==> src/rtl/shift_right_round_even.sv <==
// Sequential right-shift denormalizer: shifts 2 bits/cycle (1 on an odd tail),
// gathers guard/round/sticky and rounds to nearest even.
module shift_right_round_even #(
  parameter int WIDTH = 24,
  parameter int SA_W  = 5
) (
  input  logic             clk,
  input  logic             rst,
  input  logic             start,
  input  logic [WIDTH-1:0] a,
  input  logic [SA_W-1:0]  sa,
  output logic             busy,
  output logic             done,
  output logic [WIDTH-1:0] b,
  output logic             inexact
);

  typedef enum logic [1:0] {IDLE, SHIFT, ROUND} state_t;

  state_t           state, state_nx;
  logic [WIDTH-1:0] frac, frac_nx, b_nx;
  logic             g, r, s, g_nx, r_nx, s_nx;
  logic [SA_W-1:0]  cnt, cnt_nx;
  logic             done_nx, inexact_nx, inc;

  assign busy = (state != IDLE);
  assign inc  = g & (r | s | frac[0]);

  always_comb begin
    state_nx   = state;
    frac_nx    = frac;
    g_nx       = g;
    r_nx       = r;
    s_nx       = s;
    cnt_nx     = cnt;
    b_nx       = b;
    inexact_nx = inexact;
    done_nx    = 1'b0;
    case (state)
      IDLE: begin
        if (start) begin
          frac_nx  = a;
          g_nx     = 1'b0;
          r_nx     = 1'b0;
          s_nx     = 1'b0;
          cnt_nx   = sa;
          state_nx = (sa == '0) ? ROUND : SHIFT;
        end
      end
      SHIFT: begin
        // cnt is never zero here: sa==0 bypasses straight to ROUND
        if (cnt >= SA_W'(2)) begin
          frac_nx = frac >> 2;
          g_nx    = frac[1];
          r_nx    = frac[0];
          s_nx    = s | g | r;
          cnt_nx  = cnt - SA_W'(2);
        end else begin
          frac_nx = frac >> 1;
          g_nx    = frac[0];
          r_nx    = g;
          s_nx    = s | r;
          cnt_nx  = '0;
        end
        if (cnt_nx == '0) state_nx = ROUND;
      end
      ROUND: begin
        b_nx       = frac + WIDTH'(inc);
        inexact_nx = g | r | s;
        done_nx    = 1'b1;
        state_nx   = IDLE;
      end
      default: state_nx = IDLE;
    endcase
  end

  always_ff @(posedge clk) begin
    if (rst) begin
      state   <= IDLE;
      frac    <= '0;
      g       <= 1'b0;
      r       <= 1'b0;
      s       <= 1'b0;
      cnt     <= '0;
      b       <= '0;
      inexact <= 1'b0;
      done    <= 1'b0;
    end else begin
      state   <= state_nx;
      frac    <= frac_nx;
      g       <= g_nx;
      r       <= r_nx;
      s       <= s_nx;
      cnt     <= cnt_nx;
      b       <= b_nx;
      inexact <= inexact_nx;
      done    <= done_nx;
    end
  end

endmodule

==> config.mk <==
export PLATFORM = sky130hd
export DESIGN_NAME = shift_right_round_even
export DESIGN_NICKNAME = d
export VERILOG_FILES = /design/src/rtl/shift_right_round_even.sv
export SDC_FILE = /design/constraint.sdc
export NUM_CORES = 1
export LEC_CHECK = 0
export CELL_PAD_IN_SITES_DETAIL_PLACEMENT = 1
export CELL_PAD_IN_SITES_GLOBAL_PLACEMENT = 2
export CORE_MARGIN = 2
export CORE_UTILIZATION = 31
export CTS_CLUSTER_SIZE = 40
export DETAILED_ROUTE_END_ITERATION = 10
export GPL_TIMING_DRIVEN = 0
export PLACE_DENSITY = 0.9
export SKIP_LAST_GASP = 1
export SYNTH_ARGS = -nofsm -noshare
export SYNTH_HDL_FRONTEND = slang
export SYNTH_SLANG_ARGS = --single-unit
==> constraint.sdc <==
create_clock -name clk -period 2.67 [get_ports clk]
set_input_delay 0.267 -clock clk [delete_from_list [all_inputs] [get_ports clk]]
set_output_delay 0.267 -clock clk [all_outputs]
set_load 0.02 [all_outputs]
# Word-level counts from Yosys, hierarchy flattened
# Index checks and enable logic that the tools add are counted.
[word_totals] register_bits=60 input_bits=32 output_inout_bits=27 word_cells=49
[classes] addsub=2 order_cmp=1 n_eq_ne=4 n_mux=19 bitwise=7 n_reduce_logical=7
[op_table] operator="case mux 24 bit (2 select lines)" count=1
[op_table] operator="adder 24 x 1 -> 24 bit" count=1
[op_table] operator="2-to-1 mux 24 bit" count=1
[op_table] operator="2-to-1 mux 23 bit" count=1
[op_table] operator="2-to-1 mux 5 bit" count=3
[op_table] operator="zero test 5 bit" count=2
[op_table] operator="case mux 5 bit (2 select lines)" count=1
[op_table] operator="2-to-1 mux 2 bit" count=3
[op_table] operator="OR 1 bit" count=6
[op_table] operator="case mux 1 bit (2 select lines)" count=3
[op_table] operator="greater-or-equal comparator 5 x 2 -> 1 bit (second input constant)" count=1
[op_table] operator="2-to-1 mux 1 bit" count=5
[op_table] operator="subtractor 5 x 2 -> 5 bit (second input constant)" count=1
[op_table] operator="!= test 2 bit (second input constant)" count=2
[op_table] operator="case mux 2 bit (2 select lines)" count=1
[op_table] operator="AND reduction 2 bit" count=2
[op_table] operator="nonzero test 2 bit" count=2
[op_table] operator="== test 2 x 1 -> 1 bit (second input constant)" count=1
[op_table] operator="== test 2 bit (second input constant)" count=1
[op_table] operator="zero test 2 bit" count=1
[op_table] operator="bitwise AND 1 bit" count=1

# Longest topological paths before layout
[logic_depth] depth_word=6 mapped_depth=8 depth_no_buf=6

# Least setup slack after synthesis
# Ideal clock, no wire load.
[synth_timing] path_type="register to register" startpoint="reg cnt[1]" endpoint="reg frac[22]" setup_time_ps=91 t_arrival_ps=1838 setup_slack_ps=741 stages_incl_launch_ff=9 n_path_buf=2 cell_sequence="dfxtp_1 -> inv_1 -> ha_1 -> or3b_2 -> clkbuf_1 -> clkbuf_1 -> nor2_1 -> nand4b_1 -> a311oi_1"
[synth_via] elab_chain_len=3
[synth_rtl] item="start, declared" line_no="23" rtl="logic [SA_W-1:0] cnt, cnt_nx;"
[synth_rtl] item="start signal, assigned" line_no="94" rtl="cnt <= cnt_nx;"
[synth_rtl] item="greater-or-equal comparator 5 x 2 -> 1 bit" line_no="52" rtl="if (cnt >= SA_W'(2)) begin"
[synth_rtl] item="2-to-1 mux 23 bit" line_no="52"
[synth_rtl] item="case mux 24 bit (2 select lines)" line_no="39" rtl="case (state)"
[synth_rtl] item="end signal, assigned" line_no="90" rtl="frac <= frac_nx;"
[synth_rtl] item="end, declared" line_no="21" rtl="logic [WIDTH-1:0] frac, frac_nx, b_nx;"
# Every way passes these cells.
# A chain may end at the register's enable or synchronous reset.

# Worst setup path in the final report
[layout_timing] startpoint="reg cnt[1]" endpoint="reg frac[16]"
# Same word-level chain as after synthesis.

==> impl_results.md <==
- Outcome: finished clean
- Highest signal layer in the routed design: met4
- Number of register bits inferred by synthesis: 60
- Number of synthesized flops with an enable pin: 0
- Class of the tightest hold or removal check: primary input to flip-flop
- Internal power summed over all cells: 2390 uW
- Combined area of all synthesized cells: 3480 sq um
- Sequential power share: 31.3%
- Detail-routed via count per cell: 5.46
- Final-report hold violation count: 0
- DR vias: 3619
- Nature of the critical path startpoint: flip-flop
- Type of the setup path with the least slack: flip-flop to flip-flop
- Final total negative setup slack: 0 ps
- Leakage: 0.00141 uW
- Library cell with the largest summed area after synthesis: sky130_fd_sc_hd__dfxtp_1
- Total count of max-transition violations in the final report: 0
- # rows: 38
- Largest vdd supply drop: 0.320 mV
- Clk_lat worst skew: 360 ps
- Part of the total power dissipated in the clock network: 16.4%
- Required time reported for the critical path endpoint: 2890 ps
- Max cap viols: 0
- Worst setup path startpoint: cnt[1]$_SDFFE_PP0P_
- Count of endpoints failing setup in the final report: 0
- Num CTS Buffers: 9
- Most area-consuming cells after synthesis: sky130_fd_sc_hd__dfxtp_1 35%, sky130_fd_sc_hd__a211oi_1 7.1%, sky130_fd_sc_hd__nor2_1 5.9%
- Post-Route WL: 11.6 mm
- Filler-free cell count of the finished design: 663
- Fraction of the core area covered by cells at the end of the flow: 40.4%
- Area of the core: 10900 sq um
- Number of diodes: 0
- GR Util All Layers: 20.5%
- Leading register cell type out of synthesis: sky130_fd_sc_hd__dfxtp_1
- Synthesized area per cell: 7.73 sq um
- Clock transition at path regs: 70 ps
- Part of the cycle the worst path needs: 95.1%
- Post-synthesis cell count: 450
- TritonCTS clock tree: yes
- Die Span Y: 110 um
- Part of the Yosys area used for sequential elements: 34.5%
- First-pass DRT Iterations: 4
- Wire length of the first global-routing pass: 18.9 mm
- Clock root buffer: sky130_fd_sc_hd__clkbuf_8
- Number of buffers added on ports: 57
- Fraction of layout instances using a drive strength above 1: 7.07%
- Initial Util: 32.0%
- Post-synthesis cell type count: 49
- Worst r2r src: cnt[1]$_SDFFE_PP0P_
- Final worst-path setup slack: 130 ps
- DR WL met2: 5.37 mm
- Post-synthesis to final-layout area growth: 26.3%
- Total length of routed met3 wires: 558 um
- Final HPWL DP: 8.56 mm
- Count of nets left with antenna violations after detail routing: 0
- Final RePlAce weighted congestion: 0.830
- Fin area: 4400 sq um
- Share of synthesized registers carrying an async set or reset: 0%
- DRC marker count from the first detailed-route iteration: 200
- Placed Cells: 647
- Switching pwr: 2130 uW
- Fraction of post-synthesis cell area in the top cell type by area: 34.5%
- Hold-critical path depth: 2
- GRT overflow: 0
- Maximum number of pins on one net before global-route repair: 11
- Critical Path AT: 2760 ps
- Maximum frequency from static timing analysis: 394 MHz
- Number of hold-repair buffers added at the cts stage: 0
- Switching part of the total power: 47.1%
- Transition time at the pin with the least slew margin: 869 ps
- Max Fanout on Critical Path: 10
- Post-layout min period: 2540 ps
- Via count of the first global-routing pass: 3613
- Ports placed on the boundary: 59
- HP Start: rst
- CP endpoint kind: flip-flop
- Yosys warning count: 0
- Chip width: 110 um
- DRC violation count after routing: 0
- Area enclosed by the die boundary: 12100 sq um
- Worst max-slew margin expressed relative to the limit: 41.9%
- Comb power frac: 52.3%
- Clock Tree Buf Depth: 2
- Setup repair after global routing missed its margin: no
- Reg2Reg Depth: 8
- H-tree levels: 3
- Total nets after synthesis: 484
- Routed metal-1 wirelength: 5.46 mm
- Total number of nets in the final design: 552
- Average detailed-routed wire length per instance: 17.5 um
- Cell with the most instances after synthesis: sky130_fd_sc_hd__dfxtp_1
- Areal power density over the cells: 1030 nW/um^2
- Placed cell areas: 4230 sq um
- Pre-CTS worst setup slack: 131 ps
- Final clock skew: 8.79 ps
- Initial antenna violation count: 0
- CTS Sinks: 60
- Commonest cells in the synthesized netlist: 60 x sky130_fd_sc_hd__dfxtp_1, 55 x sky130_fd_sc_hd__nor2_1, 36 x sky130_fd_sc_hd__a21oi_1, 36 x sky130_fd_sc_hd__nand3_1
cells by family after synthesis:
family | share of synthesized area [%]
muxes | 0.575
AOI/OAI and AO/OA | 29.7
xor gates and xnor gates | 3.02
DFF | 34.5
and+or+nand+nor | 22.9
buffers and inverters | 8.56
adders and majority gates | 0.719
layout make-up:
type,count,area (sq um)
timing repair buffer,57,571
inverter,9,33.8
clock buffer,11,141
tap,140,175
sequential,60,1200
fill,1366,6490
clock inverter,5,27.5
multi-input combinational,334,1980
buffer,47,265
through the flow:
step / total power, uW / hold slack, ps
after floorplan: 2960 / 432
after global placement: 3680 / 473
after detailed placement: 3760 / 481
after CTS: 4520 / 219
after global routing: 4850 / 229
final: 4520 / 230
registers in the layout (all words and copies together), names as in the netlist:
signal / flops
state: 2
done: 1
cnt: 5
g: 1
inexact: 1
frac: 24
s: 1
r: 1
b: 24
path summary, 6_finish.rpt:
kind,slack [ps],endpoint
max,130,frac[16]$_SDFFE_PP0P_
min,230,done$_SDFF_PP0_
max reg2reg,130,frac[16]$_SDFFE_PP0P_
min reg2reg,500,b[1]$_SDFFE_PP0P_
layout by cell type, fill, tap and decap left out, types with 6 or more instances in the layout:
| cell type | n |
|---|---|
| sky130_fd_sc_hd__inv_1 | 9 |
| sky130_fd_sc_hd__nand2_1 | 18 |
| sky130_fd_sc_hd__dfxtp_1 | 60 |
| sky130_fd_sc_hd__xor2_1 | 6 |
| sky130_fd_sc_hd__o21ai_0 | 33 |
| sky130_fd_sc_hd__nand3_1 | 36 |
| sky130_fd_sc_hd__o31ai_1 | 6 |
| sky130_fd_sc_hd__clkdlybuf4s50_1 | 57 |
| sky130_fd_sc_hd__a211oi_1 | 33 |
| sky130_fd_sc_hd__a21o_1 | 23 |
| sky130_fd_sc_hd__nor2_1 | 55 |
| sky130_fd_sc_hd__a311oi_1 | 10 |
| sky130_fd_sc_hd__nor3_1 | 11 |
| sky130_fd_sc_hd__nand4_1 | 8 |
| sky130_fd_sc_hd__clkbuf_8 | 14 |
| sky130_fd_sc_hd__a21oi_1 | 36 |
| sky130_fd_sc_hd__clkbuf_1 | 31 |
| sky130_fd_sc_hd__xnor2_1 | 6 |
worst max-delay path, stage by stage (launching register included):
cell and delay, ps:
sky130_fd_sc_hd__dfxtp_1 380, sky130_fd_sc_hd__inv_1 90, sky130_fd_sc_hd__ha_1 240, sky130_fd_sc_hd__nor3b_1 290, sky130_fd_sc_hd__clkbuf_1 430, sky130_fd_sc_hd__clkbuf_2 360, sky130_fd_sc_hd__a21oi_1 100, sky130_fd_sc_hd__o21ai_0 400
sky130_fd_sc_hd__a211oi_1 130
layer usage:
layer	vias up	GRT usage, %
li1	1793	-
met1	1718	27.7
met2	90	32.7
met3	18	2.90
met4	0	7.96
met5	-	0
power groups by stage:
stage | logic [uW] | clock network (uW) | registers (uW)
after global placement | 2270 | 0 | 1410
after detailed placement | 2330 | 0 | 1430
final | 2360 | 740 | 1410
after floorplan | 1530 | 0 | 1430
after global routing | 2620 | 789 | 1440
after CTS | 2350 | 764 | 1410
timing repair:
action                                  in CTS  in global routing
setup buffers                                0                  0
resized for setup                            0                  1
endpoints found under the setup margin       0                  4
Power figures use the tool's default switching activity.
